--- config.mk ---
export PLATFORM = sky130hd
export DESIGN_NAME = nn_weight_loader_flat
export DESIGN_NICKNAME = d
export VERILOG_FILES = /design/src/rtl/nn_weight_loader_pkg.sv /design/src/rtl/nn_weight_loader_if.sv /design/src/rtl/nn_weight_loader_cfg_addr_gen.sv /design/src/rtl/nn_weight_loader.sv /design/src/flat_wrapper.sv
export SDC_FILE = /design/constraint.sdc
export NUM_CORES = 1
export LEC_CHECK = 0
export ABC_AREA = 1
export BUFFER_PORTS_ARGS = -buffer_cell sky130_fd_sc_hd__buf_4
export CAP_MARGIN = 30
export CORE_MARGIN = 2
export CORE_UTILIZATION = 35
export CTS_CLUSTER_DIAMETER = 150
export DETAILED_ROUTE_END_ITERATION = 6
export PLACE_DENSITY_LB_ADDON = 0.2
export SYNTH_ARGS = -nofsm -noshare
export SYNTH_HDL_FRONTEND = slang
export SYNTH_SLANG_ARGS = --single-unit
--- constraint.sdc ---
create_clock -name clk -period 3 [get_ports clk]
set_input_delay 0.3 -clock clk [delete_from_list [all_inputs] [get_ports clk]]
set_output_delay 0.3 -clock clk [all_outputs]
set_load 0.01 [all_outputs]
--- src/rtl/nn_weight_loader_pkg.sv ---
// Shared types and helpers for the neuron configuration loader.
// Holds the loader state encoding, bus width and sign-extension helper.
package nn_cfg_pkg;

    typedef enum logic [1:0] {
        IDLE,
        RUN,
        DRAIN,
        DONE
    } loader_state_t;

    localparam int CFG_WIDTH = 32;
    localparam int CNT_WIDTH = 16;

    // Sign-extends the low `width` bits of `data` to the full bus width.
    function automatic logic [CFG_WIDTH-1:0] sext_cfg(input logic [CFG_WIDTH-1:0] data,
                                                      input int unsigned width);
        logic signed [CFG_WIDTH-1:0] t;
        t = $signed(data << (CFG_WIDTH - width));
        return $unsigned(t >>> (CFG_WIDTH - width));
    endfunction

endpackage

--- src/rtl/nn_weight_loader_if.sv ---
// Source-memory read port plus neuron configuration bus driven by the loader.
// The loader is the master; memory and neurons sit on the slave side.
interface nn_weight_loader_if #(
    parameter int dataWidth = 8,
    parameter int addrWidth = 16
) ();
    import nn_cfg_pkg::*;

    logic [addrWidth-1:0] memAddr;
    logic                 memReadEn;
    logic [dataWidth-1:0] memData;
    logic                 weightValid;
    logic                 weightWriteEn;
    logic                 biasWriteEn;
    logic [CFG_WIDTH-1:0] weightData;
    logic [CFG_WIDTH-1:0] biasData;
    logic [CFG_WIDTH-1:0] config_layer_number;
    logic [CFG_WIDTH-1:0] config_neuron_number;

    modport master (
        output memAddr, memReadEn,
        input  memData,
        output weightValid, weightWriteEn, biasWriteEn, weightData, biasData,
        output config_layer_number, config_neuron_number
    );

    modport slave (
        input  memAddr, memReadEn,
        output memData,
        input  weightValid, weightWriteEn, biasWriteEn, weightData, biasData,
        input  config_layer_number, config_neuron_number
    );

endinterface

--- src/rtl/nn_weight_loader_cfg_addr_gen.sv ---
// Source address counter with word/neuron position tracking for one layer.
// is_bias flags the last word of a neuron; last flags the final word of the layer.
module cfg_addr_gen import nn_cfg_pkg::*; #(
    parameter int addrWidth = 16
) (
    input  logic                 clk,
    input  logic                 reset,
    input  logic                 load,
    input  logic                 advance,
    input  logic [addrWidth-1:0] base_addr,
    input  logic [CNT_WIDTH-1:0] num_neurons,
    input  logic [CNT_WIDTH-1:0] num_weights,
    output logic [addrWidth-1:0] addr,
    output logic [CNT_WIDTH-1:0] n_idx,
    output logic                 is_bias,
    output logic                 last
);

    logic [addrWidth-1:0] addr_q, addr_d;
    logic [CNT_WIDTH-1:0] w_idx_q, w_idx_d;
    logic [CNT_WIDTH-1:0] n_idx_q, n_idx_d;
    logic [CNT_WIDTH-1:0] w_last_q, w_last_d;
    logic [CNT_WIDTH-1:0] n_last_q, n_last_d;

    always_comb begin
        addr_d   = addr_q;
        w_idx_d  = w_idx_q;
        n_idx_d  = n_idx_q;
        w_last_d = w_last_q;
        n_last_d = n_last_q;
        if (load) begin
            addr_d   = base_addr;
            w_idx_d  = '0;
            n_idx_d  = '0;
            w_last_d = num_weights;
            n_last_d = num_neurons - 1'b1;
        end else if (advance) begin
            addr_d = addr_q + 1'b1;
            if (w_idx_q == w_last_q) begin
                w_idx_d = '0;
                n_idx_d = n_idx_q + 1'b1;
            end else begin
                w_idx_d = w_idx_q + 1'b1;
            end
        end
    end

    always_ff @(posedge clk) begin
        if (reset) begin
            addr_q   <= '0;
            w_idx_q  <= '0;
            n_idx_q  <= '0;
            w_last_q <= '0;
            n_last_q <= '0;
        end else begin
            addr_q   <= addr_d;
            w_idx_q  <= w_idx_d;
            n_idx_q  <= n_idx_d;
            w_last_q <= w_last_d;
            n_last_q <= n_last_d;
        end
    end

    assign addr    = addr_q;
    assign n_idx   = n_idx_q;
    assign is_bias = (w_idx_q == w_last_q);
    assign last    = is_bias && (n_idx_q == n_last_q);

endmodule

--- src/rtl/nn_weight_loader.sv ---
// Walks a packed weight/bias block in source memory and broadcasts it on the
// neuron configuration bus, one word per cycle, for one layer per start.
module nn_weight_loader import nn_cfg_pkg::*; #(
    parameter int dataWidth  = 8,
    parameter int addrWidth  = 16,
    parameter int maxNeurons = 64,
    parameter int maxWeights = 256
) (
    input  logic                 clk,
    input  logic                 reset,
    input  logic                 start,
    input  logic [CFG_WIDTH-1:0] layerIn,
    input  logic [CNT_WIDTH-1:0] numNeuronsIn,
    input  logic [CNT_WIDTH-1:0] numWeightsIn,
    input  logic [addrWidth-1:0] baseAddr,
    nn_weight_loader_if.master   bus,
    output logic                 busy,
    output logic                 done,
    output logic                 cfgError
);

    loader_state_t        state_q, state_d;
    logic [CFG_WIDTH-1:0] layer_q, layer_d;
    logic                 cfg_error_q, cfg_error_d;
    logic                 tag_valid_q, tag_valid_d;
    logic                 tag_bias_q, tag_bias_d;
    logic [CNT_WIDTH-1:0] tag_n_q, tag_n_d;

    logic                 load, advance, cfg_ok, run, active;
    logic [addrWidth-1:0] gen_addr;
    logic [CNT_WIDTH-1:0] gen_n;
    logic                 gen_is_bias, gen_last;
    logic [CFG_WIDTH-1:0] write_data;

    cfg_addr_gen #(.addrWidth(addrWidth)) u_addr_gen (
        .clk         (clk),
        .reset       (reset),
        .load        (load),
        .advance     (advance),
        .base_addr   (baseAddr),
        .num_neurons (numNeuronsIn),
        .num_weights (numWeightsIn),
        .addr        (gen_addr),
        .n_idx       (gen_n),
        .is_bias     (gen_is_bias),
        .last        (gen_last)
    );

    assign cfg_ok = (numNeuronsIn != '0) && (numNeuronsIn <= CNT_WIDTH'(maxNeurons)) &&
                    (numWeightsIn != '0) && (numWeightsIn <= CNT_WIDTH'(maxWeights));

    always_comb begin
        state_d     = state_q;
        layer_d     = layer_q;
        cfg_error_d = 1'b0;
        load        = 1'b0;
        advance     = 1'b0;
        unique case (state_q)
            IDLE: begin
                if (start) begin
                    if (cfg_ok) begin
                        load    = 1'b1;
                        layer_d = layerIn;
                        state_d = RUN;
                    end else begin
                        cfg_error_d = 1'b1;
                    end
                end
            end
            RUN: begin
                advance = 1'b1;
                if (gen_last) state_d = DRAIN;
            end
            DRAIN:   state_d = DONE;
            DONE:    state_d = IDLE;
            default: state_d = IDLE;
        endcase
    end

    // Tag travels one cycle behind the read so it lines up with memData.
    assign run         = (state_q == RUN);
    assign active      = run || (state_q == DRAIN);
    assign tag_valid_d = run;
    assign tag_bias_d  = run && gen_is_bias;
    assign tag_n_d     = run ? gen_n : '0;

    always_ff @(posedge clk) begin
        if (reset) begin
            state_q     <= IDLE;
            layer_q     <= '0;
            cfg_error_q <= 1'b0;
            tag_valid_q <= 1'b0;
            tag_bias_q  <= 1'b0;
            tag_n_q     <= '0;
        end else begin
            state_q     <= state_d;
            layer_q     <= layer_d;
            cfg_error_q <= cfg_error_d;
            tag_valid_q <= tag_valid_d;
            tag_bias_q  <= tag_bias_d;
            tag_n_q     <= tag_n_d;
        end
    end

    always_comb begin
        write_data               = tag_valid_q ? sext_cfg(CFG_WIDTH'(bus.memData), dataWidth) : '0;
        bus.memReadEn            = run;
        bus.memAddr              = run ? gen_addr : '0;
        bus.weightValid          = active;
        bus.weightWriteEn        = tag_valid_q && !tag_bias_q;
        bus.biasWriteEn          = tag_valid_q && tag_bias_q;
        bus.weightData           = write_data;
        bus.biasData             = write_data;
        bus.config_neuron_number = tag_valid_q ? CFG_WIDTH'(tag_n_q) : '0;
        bus.config_layer_number  = active ? layer_q : '0;
        busy                     = active;
        done                     = (state_q == DONE);
        cfgError                 = cfg_error_q;
    end

endmodule

--- src/flat_wrapper.sv ---
// flat-port wrapper written by rule: the top's interface ports become plain ports
module nn_weight_loader_flat import nn_cfg_pkg::*;
#(
    parameter int dataWidth  = 8,
    parameter int addrWidth  = 16,
    parameter int maxNeurons = 64,
    parameter int maxWeights = 256
)
  (clk, reset, start, layerIn, numNeuronsIn, numWeightsIn, baseAddr, busy, done, cfgError, bus_memAddr, bus_memReadEn, bus_memData, bus_weightValid, bus_weightWriteEn, bus_biasWriteEn, bus_weightData, bus_biasData, bus_config_layer_number, bus_config_neuron_number);
  nn_weight_loader_if #(.dataWidth(dataWidth), .addrWidth(addrWidth)) bus_i ();
  input  logic clk;
  input  logic reset;
  input  logic start;
  input  logic [CFG_WIDTH-1:0] layerIn;
  input  logic [CNT_WIDTH-1:0] numNeuronsIn;
  input  logic [CNT_WIDTH-1:0] numWeightsIn;
  input  logic [addrWidth-1:0] baseAddr;
  output logic busy;
  output logic done;
  output logic cfgError;
  output wire logic [$bits(bus_i.memAddr)-1:0] bus_memAddr;
  output wire logic [$bits(bus_i.memReadEn)-1:0] bus_memReadEn;
  input wire logic [$bits(bus_i.memData)-1:0] bus_memData;
  output wire logic [$bits(bus_i.weightValid)-1:0] bus_weightValid;
  output wire logic [$bits(bus_i.weightWriteEn)-1:0] bus_weightWriteEn;
  output wire logic [$bits(bus_i.biasWriteEn)-1:0] bus_biasWriteEn;
  output wire logic [$bits(bus_i.weightData)-1:0] bus_weightData;
  output wire logic [$bits(bus_i.biasData)-1:0] bus_biasData;
  output wire logic [$bits(bus_i.config_layer_number)-1:0] bus_config_layer_number;
  output wire logic [$bits(bus_i.config_neuron_number)-1:0] bus_config_neuron_number;
  assign bus_memAddr = bus_i.memAddr;
  assign bus_memReadEn = bus_i.memReadEn;
  assign bus_i.memData = bus_memData;
  assign bus_weightValid = bus_i.weightValid;
  assign bus_weightWriteEn = bus_i.weightWriteEn;
  assign bus_biasWriteEn = bus_i.biasWriteEn;
  assign bus_weightData = bus_i.weightData;
  assign bus_biasData = bus_i.biasData;
  assign bus_config_layer_number = bus_i.config_layer_number;
  assign bus_config_neuron_number = bus_i.config_neuron_number;
  nn_weight_loader #(.dataWidth(dataWidth), .addrWidth(addrWidth), .maxNeurons(maxNeurons), .maxWeights(maxWeights)) u_core (.clk(clk), .reset(reset), .start(start), .layerIn(layerIn), .numNeuronsIn(numNeuronsIn), .numWeightsIn(numWeightsIn), .baseAddr(baseAddr), .bus(bus_i), .busy(busy), .done(done), .cfgError(cfgError));
endmodule
==> summary.md, run 1 <==
| Metric | Value |
|---|---|
| PostCTS Resize Cnt | `0` |
| Crit end category | `primary output` |
| Static leakage | `roughly 5.0 nW` |
| Initial antenna violation count | `0` |
| Number of enable flip-flop cells after synthesis | `0` |
| WP buf/inv | `4` |
| Gr ovfl total | `0` |
| Number of CTS-inserted buffers | `17` |
| Hold crit path type | `primary input to register` |
| Clk_skew | `0.00882 ns` |
| Seq cells post-synth | `around 130` |
| Worst path max stage delay | `0.47 ns` |
| Final hold viol count | `0` |
| Average routed wire per standard cell | `~12 µm` |
| Worst setup margin | `0.679 ns` |
| Number of global-route vias before repair | `6080` |
| Clock Pin Slew Worst Setup and Hold Paths | `0.06 ns` |
| Power density over cell area | `566 mW/mm²` |
| P&R area growth vs syn | `28.1%` |
| Grt met2 use | `28.5%` |
| Element type at the critical path start | `register` |
| Root Driver | `clkbuf_16` |
| WP data required | `2.70 ns` |
| Slowest-stage cell, CP | `ha_1` |
| Reg2reg start | `u_core.state_q[0]` |
| Setup violators final | `0` |
| Ys flop type | `dfxtp_1` |
| Final nets | `1368` |
| Slew of the pin with the lowest slew margin | `0.551 ns` |
| # IOs | `roughly 240` |
| Final period util | `77.4%` |
| HPWL reported at the end of detailed placement | `13700 µm` |
| Peak Freq | `431 MHz` |
| Number of vias per cell | `roughly 4.4` |
| GPL Wtd Cong | `0.796` |
| Pre-Repair DR Iteration Count | `5` |
| Outcome | `completed` |
| Initial core utilization | `35.4%` |
| Mapped Cells | `between 1000 and 1500` |
| Unrepaired setup endpoints after global routing | `no` |
| GR Util All Layers | `17.2%` |
| Slew HR | `63.2%` |
| Period minus WS final | `2.32 ns` |
| H-tree depth | `4` |
| Mean Syn Cell Area | `6.62 µm²` |
| Core footprint | `around 0.021 mm²` |
| Post-synthesis sequential area ratio | `between 30% and 40%` |
| Worst Setup SP | `u_core.state_q[0]` |
| CP delay by family, top | `buffers and inverters` |
| Crit path cell chain | `inv_1 > ha_1 > buf_4 > nand2_1 > inv_1 > buf_4` |
| Arr. time, crit path | `roughly 2 ns` |
| DR iter-0 viols | `just under 300` |
| CTS max path bufs | `2` |
| Height of the die | `149 µm` |
| Global-route wire length before repair | `roughly 30000 µm` |
| Synth Cell Area | `approximately 0.0074 mm²` |
| CTS tree | `built` |
| Site Rows | `53` |
| # diodes | `0` |
| Synth Warn # | `0` |
| Pre-CTS setup slack | `0.625 ns` |
| Skew-Pair Late Insertion Delay | `0.43 ns` |
| Layout fillers | `2179` |
| CP max FO | `27` |
| Synth cell types | `38` |
| Final wirelength | `19000 µm` |
| R2R depth | `10` |
| R2R setup slack | `between 0.8 and 0.9 ns` |
| Via Count | `just under 7000` |
| Crit path kind | `register to primary output` |
| Port Buffer Count | `roughly 230` |
| Antenna-violating nets left | `0` |
| Final Slew Violations | `0` |
| Post-CTS Setup Bufs | `0` |
| DIE AREA | `0.0222 mm²` |
| Largest net degree at the start of global routing | `51` |
| FF-to-FF End | `u_core.u_addr_gen.addr[7]` |
| CTS Sinks | `~130` |
| Drt drc | `0` |
| Met3 GRT Util | `under 10%` |
| Die width | `149 µm` |
| Met1 Use GR | `21.4%` |
| Max-Cap Viols | `0` |
| Critical path endpoint | `bus_config_layer_number[15]` |
| Total negative slack | `0 ns` |
| Worst VDD drop | `approximately 400 µV` |
| Async SR Flop Fraction | `0%` |
| Final hold slack | `roughly 0.093 ns` |
| CP Depth | `6` |
| Share of cells above drive strength 1 | `a little under a quarter` |
| Top Usage Layer GRT | `met2` |
| CTS Hold Bufs | `0` |
[layer usage]
metal / vias up / share of wire (%)
met1: 3028 / 44
met5: - / 0
met3: 11 / 8.1
met2: 216 / 47
li1: 3602 / -
met4: 0 / 0.71
[cells in the mapped netlist (2+ instances only)]
library cell    n  area, µm²
or2_2           2       12.5
inv_1         160        601
ha_1           10        125
nand3b_1        2       15.0
nand4_1         8       50.1
o21ai_0        62        310
dfxtp_1       133       2660
nand3_1        46        230
nor2_1        191        717
buf_2          15       75.1
a211oi_2        4       50.1
clkbuf_1       19       71.3
xor2_1         22        193
inv_2           4       15.0
buf_1           2       7.51
nand2_2         5       31.3
a21oi_1        42        210
nor2_2          2       12.5
buf_6           3       33.8
nand2_1       241        905
o21ai_1         3       15.0
nor3_1         17       85.1
xnor2_1        27        236
nor3_2          2       20.0
buf_4          76        571
clkbuf_2        2       10.0
or2_0           2       12.5
[cell type report]
cell class                      instances  area (µm²)  share of cell area, %
Multi-Input combinational cell        713        3380                   35.8
Timing Repair Buffer                  237        1790                   19.0
Clock inverter                         14         208                   2.20
Inverter                              165         619                   6.56
Sequential cell                       133        2660                   28.2
Tap cell                              275         344                   3.65
Clock buffer                           18         429                   4.55
[worst min-delay path by stage]
stage / end / startpoint / slack [ns] / cells after the start
2_1_floorplan: u_core.u_addr_gen.n_last_q[1] / u_core.u_addr_gen.n_last_q[1] / 0.43 / 2
3_3_place_gp: u_core.u_addr_gen.n_last_q[1] / u_core.u_addr_gen.n_last_q[1] / 0.45 / 2
3_5_place_dp: u_core.u_addr_gen.n_last_q[1] / u_core.u_addr_gen.n_last_q[1] / 0.45 / 2
4_1_cts: u_core.layer_q[2] / layerIn[2] / 0.08 / 3
5_1_grt: u_core.layer_q[11] / layerIn[11] / 0.07 / 3
6_report: u_core.layer_q[31] / layerIn[31] / 0.09 / 3
[flip-flops by register name, summed over array words and instances, names as in the netlist]
signal / flops
u_core.cfgError: 1
u_core.u_addr_gen.w_last_q: 16
u_core.tag_valid_q: 1
u_core.state_q: 2
u_core.u_addr_gen.w_idx_q: 16
u_core.u_addr_gen.n_idx: 16
u_core.tag_bias_q: 1
u_core.layer_q: 32
u_core.u_addr_gen.n_last_q: 16
u_core.u_addr_gen.addr: 16
u_core.tag_n_q: 16
[through the flow]
| step | area, µm² | util (%) | instances | power [W] |
|---|---|---|---|---|
| floorplan | 7420 | - | 1128 | 0.00275 |
| global placement | 8800 | 42.3 | 1523 | 0.00312 |
| detailed placement | 8800 | 42.3 | 1523 | 0.00312 |
| CTS | 9440 | 45.3 | 1555 | 0.00541 |
| global route | 9440 | 45.3 | 1555 | 0.00563 |
| finish | 9440 | 45.3 | 1555 | 0.00534 |
[cells in the final DEF (no fill, tap or decap), types with 2 or more instances in the layout]
cell	instances
nand2_1	241
buf_4	236
nor2_1	191
inv_1	160
dfxtp_1	133
o21ai_0	62
nand3_1	46
a21oi_1	42
xnor2_1	27
xor2_1	22
nor3_1	17
clkbuf_16	17
conb_1	16
ha_1	10
nand4_1	8
nand2_2	5
bufinv_16	5
clkinv_2	5
a211oi_2	4
inv_2	4
o21ai_1	3
nand3b_1	2
or2_0	2
or2_2	2
nor3_2	2
nor2_2	2
clkinvlp_4	2
[power by group]
part           total (W)  internal (W)  switching (W)
Combinational    0.00119      0.000455       0.000739
Clock            0.00227       0.00147       0.000806
Sequential       0.00188       0.00182      0.0000552
[worst register-to-register path: cells and delay by family (launching register included)]
family                     cells  cell delay (ns)
adders and majority gates      1             0.23
buffers and inverters          4             0.86
and+or+nand+nor                4             0.46
DFF                            1             0.39
AOI/OAI and AO/OA              1             0.14
[kinds of logic (layout without fill, tap and decap cells)]
logic type                 Yosys count  count (layout)  synth area share, %
xor gates and xnor gates            49              49                 5.83
AOI/OAI and AO/OA                  117             117                 8.70
adders and majority gates           10              10                 1.70
other                                1              16               0.0509
DFF                                133             133                 36.1
muxes                                1               1                0.136
and+or+nand+nor                    520             520                 28.6
buffers and inverters              282             434                 18.8
No activity file was read; power rests on OpenSTA's default activity.
==> run 2: changes to the inputs <==
--- a/config.mk
+++ b/config.mk
@@ -5,7 +5,7 @@
 export SDC_FILE = /design/constraint.sdc
 export NUM_CORES = 1
 export LEC_CHECK = 0
-export ABC_AREA = 1
+export ABC_AREA = 0
 export BUFFER_PORTS_ARGS = -buffer_cell sky130_fd_sc_hd__buf_4
 export CAP_MARGIN = 30
 export CORE_MARGIN = 2
==> constraint.sdc (replaced) <==
create_clock -name clk -period 2.1 [get_ports clk]
set_input_delay 0.21 -clock clk [delete_from_list [all_inputs] [get_ports clk]]
set_output_delay 0.21 -clock clk [all_outputs]
set_load 0.01 [all_outputs]
==> run 2 against run 1 <==
  * Total power grew 3.0%
  * Largest cell class unchanged
  * Routed wire length shrank 16%
  * Final cell count shrank 21%
  * Hold slack lost 0.057 ns
  * Register-to-register slack lost 0.74 ns
  * Sequential share of layout area grew 1.9 points
  * Flip-flop and latch count is the same
  * Critical path type is now register to register
  * Clock-buffer cell count grew 3
==> summary.md, run 2 <==
| Metric | Value |
|---|---|
| Outcome | `completed (unchanged)` |
| WP data required | `2.45 ns (was 2.70 ns)` |
| Final wirelength | `15900 µm (was 19000 µm)` |
| Final hold slack | `0.0359 ns (was 0.0926 ns)` |
| CP delay by family, top | `simple AND/OR/NAND/NOR gates (was buffers and inverters)` |
| DIE AREA | `0.0202 mm² (was 0.0222 mm²)` |
| Slowest-stage cell, CP | `or4_4 (was ha_1)` |
| Number of CTS-inserted buffers | `17 (unchanged)` |
| Pre-Repair DR Iteration Count | `6 (was 5)` |
| Average routed wire per standard cell | `12.9 µm (was 12.2 µm)` |
| Final hold viol count | `0 (unchanged)` |
| Register name with the most flops | `u_core.layer_q (unchanged)` |
| Seq cells post-synth | `133 (unchanged)` |
| Root Driver | `clkbuf_16 (unchanged)` |
| Period minus WS final | `about 2 ns` |
| HPWL reported at the end of detailed placement | `11800 µm (was 13700 µm)` |
| Element type at the critical path start | `register (unchanged)` |
| Skew-Pair Late Insertion Delay | `0.42 ns (was 0.43 ns)` |
| Clock network power share | `49.8% (was 42.6%)` |
| Peak Freq | `503 MHz` |
| Area leader, netlist | `dfxtp_1 (unchanged)` |
| Clock Pin Slew Worst Setup and Hold Paths | `0.06 ns (about the same)` |
| Die width | `142 µm (was 149 µm)` |
| # IOs | `242 (unchanged)` |
| Max-Cap Viols | `0 (unchanged)` |
| Mapped Cells | `810 (was 1113)` |
| DR iter-0 viols | `248 (was 295)` |
| Number of enable flip-flop cells after synthesis | `0 (unchanged)` |
| GR Util All Layers | `15.6% (was 17.2%)` |
| Commonest non-fill, non-tap cell in the layout | `buf_4 (was nand2_1)` |
| Post-layout util | `47.3% (was 45.3%)` |
| Internal | `0.00429 W (was 0.00374 W)` |
| Worst path max stage delay | `0.51 ns (was 0.47 ns)` |
| Number of global-route vias before repair | `5223 (was 6080)` |
| Power density over cell area | `622 mW/mm² (was 566 mW/mm²)` |
| Share of cells above drive strength 1 | `29.6% (was 22.7%)` |
| Initial core utilization | `35.6% (was 35.4%)` |
| Reg power frac | `45.9% (was 35.1%)` |
| Setup violators final | `0 (unchanged)` |
| Synth cell types | `40 (was 38)` |
| Worst hold start | `layerIn[9] (was layerIn[31])` |
| Ys flop type | `dfxtp_1 (unchanged)` |
| Clk_skew | `0.00858 ns (was 0.00882 ns)` |
| Drt drc | `0 (unchanged)` |
| Max reg flops | `32 (unchanged)` |
| CTS max path bufs | `2 (unchanged)` |
| P&R area growth vs syn | `32.7% (was 28.1%)` |
| Gr ovfl total | `0 (unchanged)` |
| Register area | `0.00266 mm² (unchanged)` |
| Unrepaired setup endpoints after global routing | `no (unchanged)` |
| CP max FO | `5 (was 27)` |
| Number of vias per cell | `4.54 (was 4.41)` |
| Final period util | `94.7%` |
| GPL Wtd Cong | `0.809 (was 0.796)` |
| Post-synthesis sequential area ratio | `39.9% (was 36.1%)` |
| Hold crit path type | `primary input to register (unchanged)` |
| Final nets | `1088 (was 1368)` |
| Most frequent cells in the layout | `buf_4 (248), dfxtp_1 (133), nand2_1 (114), and2_1 (96), nor2_1 (71) (was nand2_1 (241), buf_4 (236), nor2_1 (191), inv_1 (160), dfxtp_1 (133))` |
| Gate power share | `4.3% (was 22.3%)` |
| Post-CTS Setup Bufs | `0 (unchanged)` |
| Reg2reg start | `u_core.u_addr_gen.w_idx_q[8] (was u_core.state_q[0])` |
| Psw | `0.00122 W (was 0.00160 W)` |
| Slew of the pin with the lowest slew margin | `0.906 ns (was 0.551 ns)` |
| Final Cell Area | `0.00885 mm² (was 0.00944 mm²)` |
| Synth Warn # | `0 (unchanged)` |
| WP buf/inv | `0 (was 4)` |
| Synth area leaders | `dfxtp_1 (40%), and2_1 (9.0%), buf_4 (8.3%) (was dfxtp_1 (36%), nand2_1 (12%), nor2_1 (9.7%))` |
| Worst VDD drop | `545 µV (was 399 µV)` |
| Pre-CTS setup slack | `-0.0550 ns (was 0.625 ns)` |
| Global-route wire length before repair | `25400 µm (was 30400 µm)` |
| Final Slew Violations | `0 (unchanged)` |
| Mean Syn Cell Area | `8.23 µm² (was 6.62 µm²)` |
| Static leakage | `3.85 nW (was 4.97 nW)` |
| Worst setup margin | `0.112 ns (was 0.679 ns)` |
| Initial antenna violation count | `0 (unchanged)` |
| Site Rows | `50 (was 53)` |
| Crit path cell chain | `xor2_1 > nor4_1 > and4_4 > nand2_4 > or4_4 > a21oi_2 (was inv_1 > ha_1 > buf_4 > nand2_1 > inv_1 > buf_4)` |
| Arr. time, crit path | `2.34 ns (was 2.02 ns)` |
| Antenna-violating nets left | `0 (unchanged)` |
| Largest net degree at the start of global routing | `68 (was 51)` |
| Via Count | `5600 (was 6857)` |
| CTS Sinks | `133 (unchanged)` |
| Layout fillers | `1882 (was 2179)` |
| Synth top cells by count | `dfxtp_1 (133), nand2_1 (114), and2_1 (96) (was nand2_1 (241), nor2_1 (191), inv_1 (160))` |
| CTS tree | `built (unchanged)` |
| Crit path kind | `register to register (was register to primary output)` |
| Worst Setup SP | `u_core.u_addr_gen.w_idx_q[8] (was u_core.state_q[0])` |
| # diodes | `0 (unchanged)` |
| Synth top area share | `39.9% (was 36.1%)` |
| Final Power | `0.00551 W (was 0.00534 W)` |
| Synth Cell Area | `0.00667 mm² (was 0.00737 mm²)` |
| Crit end category | `register (was primary output)` |
| Port Buffer Count | `225 (unchanged)` |
| Slew HR | `39.5% (was 63.2%)` |
| Async SR Flop Fraction | `0% (unchanged)` |
| Core footprint | `0.0187 mm² (was 0.0208 mm²)` |
| Area after DPL | `0.00827 mm² (was 0.00880 mm²)` |
| Most frequent cell after synthesis | `dfxtp_1 (was nand2_1)` |
| H-tree depth | `4 (unchanged)` |
| Height of the die | `142 µm (was 149 µm)` |
| Sw frac | `22.1% (was 29.9%)` |
| Area occupied by multi-input gates | `0.00330 mm² (was 0.00338 mm²)` |
-- run 2: cell types whose count changed after synthesis, sizes merged, moves of 8 or more --
cell / before / now
a21oi: 43 / 53
nand2: 246 / 115
xor2: 22 / 43
nor4: 0 / 11
o21ai: 66 / 2
nand3: 47 / 20
nor2: 193 / 71
xnor2: 27 / 35
nand4: 8 / 20
and2: 0 / 96
a211oi: 5 / 21
inv: 164 / 10
-- run 2: cell families (layout without fill, tap and decap cells) --
| family | Yosys count | after routing | share of synthesized area, % |
|---|---|---|---|
| buffers and inverters | 123 | 298 | 11.4 |
| XOR/XNOR | 78 | 78 | 10.2 |
| adder cells (fa/ha/maj) | 10 | 10 | 1.88 |
| AO/OA/AOI/OAI | 85 | 85 | 7.69 |
| other | 1 | 16 | 0.0562 |
| AND/OR/NAND/NOR | 375 | 375 | 28.1 |
| multiplexers | 5 | 5 | 0.751 |
| flip-flops | 133 | 133 | 39.9 |
-- run 2: area by class of cell --
cell class	count	area share (%)
multi-input combinational	569	37.3
sequential	133	30.1
timing repair buffer	256	22.5
clock buffer	21	5.43
tap	234	3.31
clock inverter	11	0.863
inverter	10	0.424
-- run 2: power by group through the flow --
stage,Clock (W),Combinational [W],Sequential [W]
after detailed placement,0,0.000239,0.00258
after global placement,0,0.000238,0.00258
after floorplan,0,0.0000917,0.00258
final,0.00274,0.000238,0.00252
after CTS,0.00283,0.000241,0.00252
after global routing,0.00296,0.000261,0.00252
-- run 2: per-layer routing --
metal / track usage [%] / wire length (µm) / vias up / share of wire (%)
met1: 19.8 / 7290 / 2487 / 46
li1: - / - / 2935 / -
met5: 0 / 0 / - / 0
met2: 25.2 / 7320 / 170 / 46
met3: 5.55 / 1170 / 8 / 7.4
met4: 4.21 / 129 / 0 / 0.81
-- run 2: worst paths after layout --
kind | to | slack [ns] | cells past startpoint
max | u_core.u_addr_gen.n_idx[14] | 0.11 | 6
min | u_core.layer_q[9] | 0.04 | 3
max reg2reg | u_core.u_addr_gen.n_idx[14] | 0.11 | 6
min reg2reg | u_core.layer_q[10] | 0.45 | 2
-- run 2: timing repair --
| action | 4_1_cts | 5_1_grt |
|---|---|---|
| hold endpoints to repair | 1 | 0 |
| endpoints found under the setup margin | 0 | 33 |
| resized for setup | 0 | 2 |
| hold buffers | 1 | 0 |
-- run 2: tightest hold or removal path: stages --
cell     delay (ns)
buf_4          0.11
nand2_1        0.04
a21oi_1        0.05
-- run 2: per-stage QoR --
step	instances	setup TNS, ns
2_1_floorplan	825	0
3_3_place_gp	1201	-0.105
3_5_place_dp	1201	-0.311
4_1_cts	1234	0
5_1_grt	1234	0
6_report	1234	0
==> run 3: changes to the inputs <==
--- a/config.mk
+++ b/config.mk
@@ -13,6 +13,7 @@
 export CTS_CLUSTER_DIAMETER = 150
 export DETAILED_ROUTE_END_ITERATION = 6
 export PLACE_DENSITY_LB_ADDON = 0.2
+export REMOVE_ABC_BUFFERS = 1
 export SYNTH_ARGS = -nofsm -noshare
 export SYNTH_HDL_FRONTEND = slang
 export SYNTH_SLANG_ARGS = --single-unit
==> run 3 against run 2 <==
  * Final cell count rose by 0.73%
  * Design area rose by 1.5%
  * Core utilization rose by 0.72 points
  * Clock skew barely moved
  * First-iteration DRC count rose by 10%
  * Critical endpoint is now u_core.u_addr_gen.n_idx[6]
  * Highest routed layer unchanged
==> summary.md, run 3 (synthesis gave the netlist of run 2 again) <==
| Metric | Value |
|---|---|
| Register name with the most flops | `u_core.layer_q (unchanged)` |
| CP max FO | `4 (was 5)` |
| HPWL reported at the end of detailed placement | `11900 µm (was 11800 µm)` |
| H-tree depth | `4 (unchanged)` |
| Grt met2 use | `25.3% (was 25.2%)` |
| Gr ovfl total | `0 (unchanged)` |
| Sw frac | `21.1% (was 22.1%)` |
| Antenna-violating nets left | `0 (unchanged)` |
| Core footprint | `0.0187 mm² (unchanged)` |
| Top Usage Layer GRT | `met2 (unchanged)` |
| Slew of the pin with the lowest slew margin | `0.881 ns (was 0.906 ns)` |
| # diodes | `0 (unchanged)` |
| Final period util | `93.5% (was 94.7%)` |
| Number of CTS-inserted buffers | `17 (unchanged)` |
| Die width | `142 µm (unchanged)` |
| Hold crit path type | `primary input to register (unchanged)` |
| Initial antenna violation count | `0 (unchanged)` |
| Clock Pin Slew Worst Setup and Hold Paths | `0.06 ns (about the same)` |
| DR iter-0 viols | `274 (was 248)` |
| Initial core utilization | `35.6% (unchanged)` |
| Max-Cap Viols | `0 (unchanged)` |
| Average routed wire per standard cell | `13.0 µm (was 12.9 µm)` |
| Final nets | `1097 (was 1088)` |
| Commonest non-fill, non-tap cell in the layout | `buf_4 (unchanged)` |
| Reg2reg start | `u_core.u_addr_gen.w_last_q[8] (was u_core.u_addr_gen.w_idx_q[8])` |
| Clk_skew | `0.00906 ns (was 0.00858 ns)` |
| Worst setup margin | `0.136 ns (was 0.112 ns)` |
| Final wirelength | `16200 µm (was 15900 µm)` |
| Post-layout util | `48.0% (was 47.3%)` |
| Post-CTS Setup Bufs | `0 (unchanged)` |
| GPL Wtd Cong | `0.805 (was 0.809)` |
| Unrepaired setup endpoints after global routing | `no (unchanged)` |
| Crit path cell chain | `xor2_1 > nor4_1 > and4_4 > nand2_4 > or4_4 > a21oi_2 (unchanged)` |
| Pre-Repair DR Iteration Count | `6 (unchanged)` |
| Slowest-stage cell, CP | `or4_4 (unchanged)` |
| P&R area growth vs syn | `34.7% (was 32.7%)` |
| Met1 Use GR | `19.0% (was 19.8%)` |
| Site Rows | `50 (unchanged)` |
| Slew HR | `41.2% (was 39.5%)` |
| GR Util All Layers | `15.8% (was 15.6%)` |
| Period minus WS final | `1.96 ns (was 1.99 ns)` |
| Worst VDD drop | `564 µV (was 545 µV)` |
| Largest net degree at the start of global routing | `66 (was 68)` |
| Pre-CTS setup slack | `-0.0313 ns (was -0.0550 ns)` |
| Crit end category | `register (unchanged)` |
| Global-route wire length before repair | `25600 µm (was 25400 µm)` |
| WP buf/inv | `0 (unchanged)` |
| CP Depth | `6 (unchanged)` |
| Gate power share | `4.1% (was 4.3%)` |
| Worst Setup SP | `u_core.u_addr_gen.w_last_q[8] (was u_core.u_addr_gen.w_idx_q[8])` |
| Number of global-route vias before repair | `5228 (was 5223)` |
| CP delay by family, top | `simple AND/OR/NAND/NOR gates (unchanged)` |
| Crit path kind | `register to register (unchanged)` |
| Peak Freq | `509 MHz (was 503 MHz)` |
| Most frequent cells in the layout | `buf_4 (258), dfxtp_1 (133), nand2_1 (114), and2_1 (96), nor2_1 (71) (was buf_4 (248), dfxtp_1 (133), nand2_1 (114), and2_1 (96), nor2_1 (71))` |
| CTS tree | `built (unchanged)` |
| Number of vias per cell | `4.60 (was 4.54)` |
| WP data required | `2.46 ns (was 2.45 ns)` |
| Power density over cell area | `646 mW/mm² (was 622 mW/mm²)` |
| Share of cells above drive strength 1 | `30.5% (was 29.6%)` |
| Height of the die | `142 µm (unchanged)` |
| Max reg flops | `32 (unchanged)` |
| FF-to-FF End | `u_core.u_addr_gen.n_idx[6] (was u_core.u_addr_gen.n_idx[14])` |
| CTS Sinks | `133 (unchanged)` |
| Worst path max stage delay | `0.51 ns (about the same)` |
| DIE AREA | `0.0202 mm² (unchanged)` |
| Element type at the critical path start | `register (unchanged)` |
| Skew-Pair Late Insertion Delay | `0.42 ns (about the same)` |
| Port Buffer Count | `225 (unchanged)` |
| Worst hold start | `layerIn[14] (was layerIn[9])` |
| Critical path endpoint | `u_core.u_addr_gen.n_idx[6] (was u_core.u_addr_gen.n_idx[14])` |
| Met3 GRT Util | `6.22% (was 5.55%)` |
| Psw | `0.00122 W (about the same)` |
| Outcome | `completed (unchanged)` |
| Internal | `0.00458 W (was 0.00429 W)` |
| Clock network power share | `52.3% (was 49.8%)` |
| Final Slew Violations | `0 (unchanged)` |
| Final hold viol count | `0 (unchanged)` |
| CTS max path bufs | `2 (unchanged)` |
| Final hold slack | `0.0350 ns (was 0.0359 ns)` |
| Reg power frac | `43.5% (was 45.9%)` |
| Arr. time, crit path | `2.32 ns (was 2.34 ns)` |
| Drt drc | `0 (unchanged)` |
| Setup violators final | `0 (unchanged)` |
| Via Count | `5713 (was 5600)` |
| R2R setup slack | `0.14 ns (was 0.11 ns)` |
| # IOs | `242 (unchanged)` |
| R2R depth | `6 (unchanged)` |
| Static leakage | `3.92 nW (was 3.85 nW)` |
| Root Driver | `clkbuf_16 (unchanged)` |
## run 3: changes by cell type in the layout (fill, tap and decap cells not counted)
cell        delta
a22oi_1        -1
a22oi_2        +1
buf_4         +10
buf_6          -1
bufinv_16      +3
clkbuf_8       -2
clkinv_4       -1
clkinvlp_4     +1
inv_6          -1
nor4_1         -2
nor4_2         +2
## run 3: power by group through the flow
stage                     clock (W)  combinational, W  sequential, W
after floorplan                   0         0.0000472        0.00258
after global placement            0          0.000240        0.00258
after detailed placement          0          0.000239        0.00258
after CTS                   0.00313          0.000242        0.00252
after global routing        0.00321          0.000260        0.00252
final                       0.00304          0.000239        0.00252
## run 3: repair_timing
| action | in CTS | in global routing |
|---|---|---|
| setup endpoints to repair | 0 | 36 |
| hold buffers | 1 | 0 |
| endpoints found under the hold margin | 1 | 0 |
| resized for setup | 0 | 4 |
## run 3: metrics by stage
step	instances	setup TNS, ns	power, W	area, µm²
3_5_place_dp	1210	-0.200	0.00282	8340
4_1_cts	1243	0	0.00589	8960
2_1_floorplan	712	-210.75	0.00263	6000
6_report	1243	0	0.00580	8980
5_1_grt	1243	0	0.00600	8980
3_3_place_gp	1210	0	0.00282	8340
## run 3: how the worst min path moves through the flow
| stage | cells past startpoint | endpoint | slack (ns) |
|---|---|---|---|
| 6_report | 3 | u_core.layer_q[14] | 0.03 |
| 5_1_grt | 3 | u_core.layer_q[23] | 0.02 |
| 4_1_cts | 3 | u_core.layer_q[2] | 0.01 |
| 3_5_place_dp | 2 | u_core.u_addr_gen.n_last_q[0] | 0.42 |
| 3_3_place_gp | 2 | u_core.u_addr_gen.n_last_q[0] | 0.42 |
| 2_1_floorplan | 1 | u_core.layer_q[0] | 0.28 |
## run 3: routing by layer
metal / share of wire (%) / vias to the layer above
met5: 0 / -
met4: 2.0 / 0
met3: 9.8 / 23
met2: 44 / 211
met1: 44 / 2528
li1: - / 2951
## run 3: worst register-to-register path: cells and delay by family, from the launching register on
kind / cells / cell delay (ns)
flip-flops: 1 / 0.33
AO/OA/AOI/OAI: 1 / 0.14
AND/OR/NAND/NOR: 4 / 1.28
XOR/XNOR: 1 / 0.16
## run 3: final cells by class
cell class / instances / area, µm²
clock inverter: 13 / 156
timing repair buffer: 265 / 2060
clock buffer: 19 / 453
multi-input combinational: 569 / 3320
sequential: 133 / 2660
tap: 234 / 293
fill: 1839 / 9720
inverter: 10 / 37.5
